===== src/rtl/alu_exec_unit.sv =====
// Multi-cycle execution stage: single-cycle logic/arith ops and a 32-iteration
// shift-add multiplier behind a start/busy/done handshake.
module alu_exec_unit #(
  parameter bit MULT_EN = 1'b1
) (
  input  logic        clk,
  input  logic        reset,
  input  logic        start,
  input  logic [2:0]  alu_op,
  input  logic [31:0] in1,
  input  logic [31:0] in2,
  output logic        busy,
  output logic        done,
  output logic [31:0] out,
  output logic [31:0] hi,
  output logic        zero
);

  // state | meaning
  // IDLE  | waiting for start
  // EXEC  | single-cycle op on latched operands
  // MULT  | shift-add iterations, r_cnt counts down to 0
  // DONE  | result valid, done pulse; start accepted here too
  typedef enum logic [1:0] {IDLE, EXEC, MULT, DONE} state_t;

  state_t      r_state, w_state_nxt;
  logic [31:0] r_a, r_b;
  logic [2:0]  r_op;
  logic [63:0] r_acc;
  logic [5:0]  r_cnt;
  logic        w_accept;
  logic [31:0] w_res;
  logic [32:0] w_add33;
  logic [63:0] w_acc_nxt;

  assign busy     = (r_state == EXEC) || (r_state == MULT);
  assign done     = (r_state == DONE);
  assign w_accept = start && !busy;

  always_comb begin
    w_state_nxt = r_state;
    case (r_state)
      IDLE, DONE: begin
        if (start)
          w_state_nxt = (alu_op == 3'b111 && MULT_EN) ? MULT : EXEC;
        else
          w_state_nxt = IDLE;
      end
      EXEC:    w_state_nxt = DONE;
      MULT:    if (r_cnt == 6'd0) w_state_nxt = DONE;
      default: w_state_nxt = IDLE;
    endcase
  end

  always_comb begin
    w_res = '0;
    case (r_op)
      3'b000:  w_res = r_a & r_b;
      3'b001:  w_res = r_a | r_b;
      3'b010:  w_res = ~(r_a | r_b);
      3'b011:  w_res = r_a ^ r_b;
      3'b100:  w_res = r_a + r_b;
      3'b101:  w_res = r_a - r_b;
      3'b110:  w_res = {31'b0, $signed(r_a) < $signed(r_b)};
      default: w_res = '0;  // op 111 without the multiplier
    endcase
  end

  // Multiplier sits in the low half and shifts out as the product shifts in.
  assign w_add33   = {1'b0, r_acc[63:32]} + (r_acc[0] ? {1'b0, r_a} : 33'd0);
  assign w_acc_nxt = {w_add33, r_acc[31:1]};

  always_ff @(posedge clk) begin
    if (reset) begin
      r_state <= IDLE;
      r_a     <= '0;
      r_b     <= '0;
      r_op    <= '0;
      r_acc   <= '0;
      r_cnt   <= '0;
      out     <= '0;
      hi      <= '0;
      zero    <= 1'b0;
    end else begin
      r_state <= w_state_nxt;
      if (w_accept) begin
        r_a   <= in1;
        r_b   <= in2;
        r_op  <= alu_op;
        r_acc <= {32'b0, in2};
        r_cnt <= 6'd31;
      end
      case (r_state)
        EXEC: begin
          out  <= w_res;
          zero <= (w_res == 32'd0);
        end
        MULT: begin
          r_acc <= w_acc_nxt;
          r_cnt <= r_cnt - 6'd1;
          if (r_cnt == 6'd0) begin
            out  <= w_acc_nxt[31:0];
            hi   <= w_acc_nxt[63:32];
            zero <= (w_acc_nxt == 64'd0);
          end
        end
        default: ;
      endcase
    end
  end

endmodule


===== config.mk =====
export PLATFORM = sky130hd
export DESIGN_NAME = alu_exec_unit
export DESIGN_NICKNAME = d
export VERILOG_FILES = /design/src/rtl/alu_exec_unit.sv
export SDC_FILE = /design/constraint.sdc
export NUM_CORES = 1
export LEC_CHECK = 0
export CAP_MARGIN = 40
export CELL_PAD_IN_SITES_DETAIL_PLACEMENT = 1
export CELL_PAD_IN_SITES_GLOBAL_PLACEMENT = 1
export CORE_MARGIN = 8
export CORE_UTILIZATION = 53
export CTS_BUF_LIST = sky130_fd_sc_hd__clkbuf_2 sky130_fd_sc_hd__clkbuf_4 sky130_fd_sc_hd__clkbuf_8
export CTS_CLUSTER_SIZE = 16
export DETAILED_ROUTE_END_ITERATION = 10
export DONT_BUFFER_PORTS = 1
export GPL_TIMING_DRIVEN = 0
export HOLD_SLACK_MARGIN = 0.02
export PLACE_DENSITY = 0.95
export REMOVE_ABC_BUFFERS = 1
export SLEW_MARGIN = 20
export SYNTH_ARGS = -nofsm -noshare
export SYNTH_HDL_FRONTEND = slang
export SYNTH_SLANG_ARGS = --single-unit

===== constraint.sdc =====
create_clock -name clk -period 7.9 [get_ports clk]
set_clock_uncertainty 0.15 [all_clocks]
set_input_delay 1.975 -clock clk [delete_from_list [all_inputs] [get_ports clk]]
set_output_delay 1.975 -clock clk [all_outputs]
set_load 0.01 [all_outputs]

==> out/metrics.cfg <==
[route]
drt_pass1_iterations=5
drc=0
finalWirelength_mm=65.52
vias=16790
routedWlPerCell_um=26.41
post_drt_via_cell_ratio=6.769
ant_nets=0
drt_iter0_markers=1467

[grt]
antenna_found_initial=1
track_usage_pct=35.25
grt_start_max_net_pins=206
grt_overflow=0
grt_pass1_vias=17470
grt_pass1_wl_mm=100.4

[cells_and_area]
multi_input_area_um2=10480
seq_area_um2=4090
final_cell_mix=a21oi_1, nand2_1, nor2_1
final_layout_size_suffix_gt1_share_pct=5.961
final_area_um2=16700
mostFrequentLayoutCell=a21oi_1
fillCellCount=3648
stdcell_count=2481
areaGrowthSynthToFinish_pct=7.378
nNetsFinal=2282
antennaDiodeCount=0

[power]
pwr-share-comb_pct=55.5
switching_share_pct=50.77
p_switching_uw=3090
p_per_area_nw_per_um2=364.4
clock_power_share_pct=18.0
p_int_uw=2996
seqPwrFrac_pct=26.5
ir_drop_uv=459.3
leakage_uw=0.006673

[synthesis]
synth_cell_types=77
avgSynthCellArea_um2=7.227
ys_top_cells_by_area=dfxtp_1, ha_1, a21oi_1, nand2_1, nor2_1
synth_edf_count=0
yosysWarnings=0
ys_seq_area_share_pct=26.26
synth_ff_type=dfxtp_1
ys_ff_latch=204
syn_inst=2152
yosysTopAreaCell=dfxtp_1
yosysTopAreaCellShare_pct=26.26
async_flop_share_pct=0
netlist_area_um2=15550

[setup_path]
path_max_fanout=60
r2r_start=r_state[0]$_SDFFE_PP0P_
setup.worst_path.end_class=register
rrSetupSlack_ns=2.04
critPathCapture=zero$_SDFFE_PP0P_
arrival_ns=6.20
path_class=reg -> reg
crit_path_start=r_state[0]$_SDFFE_PP0P_
reg2reg_depth=16
cp.required_ns=8.24
crit_path_start_kind=register
rr_endpoint=zero$_SDFFE_PP0P_

[timing]
fin_tns_setup_ns=0
max_freq_mhz=170.7
fin_hold_ws_ns=0.3273
drv_slew=0
relSlewSlack_pct=38.31
timing.final.crit_share_pct=74.16
worst_pin_slew_ns=0.9253
setup_viol_count_final=0
layout_setup_ws_ns=2.041
hold_viol=0
finalCriticalPeriod_ns=5.859
rsz0062_at_grt=false

[cts]
clk_latency_ns=0.59
cts_buffers=38
h-tree-depth=2
cts_sinks=204
cts_tree=yes
cts_hold_buf=0
path_clk_slew_ns=0.07
root_buffer=clkbuf_8
clk_path_buf_depth=3
cts-resized-gates=0
post-cts-setup-buffers=0

[placement]
gp_congestion=0.9402
placed_area_um2=15890
placedCellCount=2413
dp_hpwl_mm=45.42
dp_slack_ns=2.190
port_buffers=0

[die]
dieArea_um2=35080
die_x_um=187.3
io_pins=137
die_h_um=187.3
core-area_um2=28780
start_util_pct=54.04
rows=62

[run]
maxCapViolCount=0

[status]
status=finished clean

[worst_hold_path]
hp-class=reg -> reg

[cells in the mapped netlist (6+ instances only)]
library cell,count
o31ai_1,16
or4_1,7
or3_1,11
nand2_1,265
a21oi_1,307
o21ai_0,73
o21bai_1,13
a211oi_1,55
nor4_1,26
and3_1,33
and2_1,36
a21o_1,29
nand3b_1,6
nand2b_1,27
or2_2,9
nor2_1,213
a22oi_1,7
ha_1,136
dfxtp_1,204
clkbuf_1,109
a221oi_1,32
buf_1,29
o2111ai_1,7
xor2_1,10
o22ai_1,6
nand4_1,18
o21a_1,21
a2111oi_0,8
o211ai_1,19
mux2i_1,26
nand3_1,33
inv_1,135
nor2b_1,23
xnor2_1,32
nor3_1,41
a31oi_1,26
a311oi_1,6
[routing by layer]
| metal | wire length (µm) | up-vias | part of all wire [%] | global-route usage (%) |
|---|---|---|---|---|
| li1 | - | 7516 | - | - |
| met1 | 26270 | 8289 | 40 | 40.89 |
| met2 | 31240 | 747 | 48 | 60.67 |
| met3 | 4243 | 242 | 6.5 | 6.189 |
| met4 | 3771 | 0 | 5.8 | 19.61 |
| met5 | 0 | - | 0 | 0 |
[registers in the layout, indices dropped and copies added, names as in the netlist]
signal and count:
r_op 3, out 32, zero 1, r_acc 64, r_state 2, r_b 32, hi 32, r_a 32
r_cnt 6
[layout make-up]
| cell class | count | area share [%] |
|---|---|---|
| clock buffer | 58 | 4.218 |
| sequential | 204 | 24.49 |
| timing repair buffer | 22 | 2.218 |
| inverter | 135 | 3.049 |
| clock inverter | 6 | 0.4121 |
| tap | 384 | 2.877 |
| multi-input combinational | 1672 | 62.73 |
[metrics by stage]
stage	power [µW]	util, %
floorplan	3598	-
global placement	4528	53.84
detailed placement	4794	55.21
CTS	5952	57.89
global route	6376	58.03
finish	6086	58.03
[critical path, stage by stage (launching register included)]
cell and delay, ns:
dfxtp_1 0.43, inv_1 0.14, ha_4 0.29, buf_12 0.23
buf_16 0.22, inv_4 0.64, a21o_1 0.72, o21bai_2 0.20
or4_1 0.48, nor4_1 0.23, clkbuf_2 0.23, nand4_1 0.21
nor4_1 0.52, nand4b_1 0.19, nor4_1 0.50, nand3_1 0.19
nand3_1 0.11
[worst min path at each step]
stage	start	to	slack, ns	cells past startpoint
2_1_floorplan	r_cnt[5]$_SDFFE_PP0P_	r_cnt[5]$_SDFFE_PP0P_	0.29	1
3_3_place_gp	r_b[8]$_SDFFE_PP0P_	r_b[8]$_SDFFE_PP0P_	0.31	2
3_5_place_dp	r_b[8]$_SDFFE_PP0P_	r_b[8]$_SDFFE_PP0P_	0.32	2
4_1_cts	r_b[12]$_SDFFE_PP0P_	r_b[12]$_SDFFE_PP0P_	0.33	2
5_1_grt	r_b[12]$_SDFFE_PP0P_	r_b[12]$_SDFFE_PP0P_	0.35	2
6_report	r_b[12]$_SDFFE_PP0P_	r_b[12]$_SDFFE_PP0P_	0.33	2
[power by group through the flow]
stage / registers [µW] / clock network, µW / logic, µW
after floorplan: 1490 / 0 / 2110
after global routing: 1620 / 1140 / 3620
final: 1610 / 1100 / 3380
after CTS: 1600 / 1090 / 3260
after global placement: 1630 / 0 / 2900
after detailed placement: 1610 / 0 / 3190
[cells by family (layout without fill, tap and decap cells)]
family          after synthesis  in the layout  synth area share (%)
compound gates              699            699                 28.60
buf+inv                     276            221                 6.718
simple gates                765            765                 22.98
xor+xnor                     42             42                 2.365
flops                       204            204                 26.26
mux                          27             27                 1.746
fa+ha+maj                   139            139                 11.33
Power figures use the tool's default switching activity.
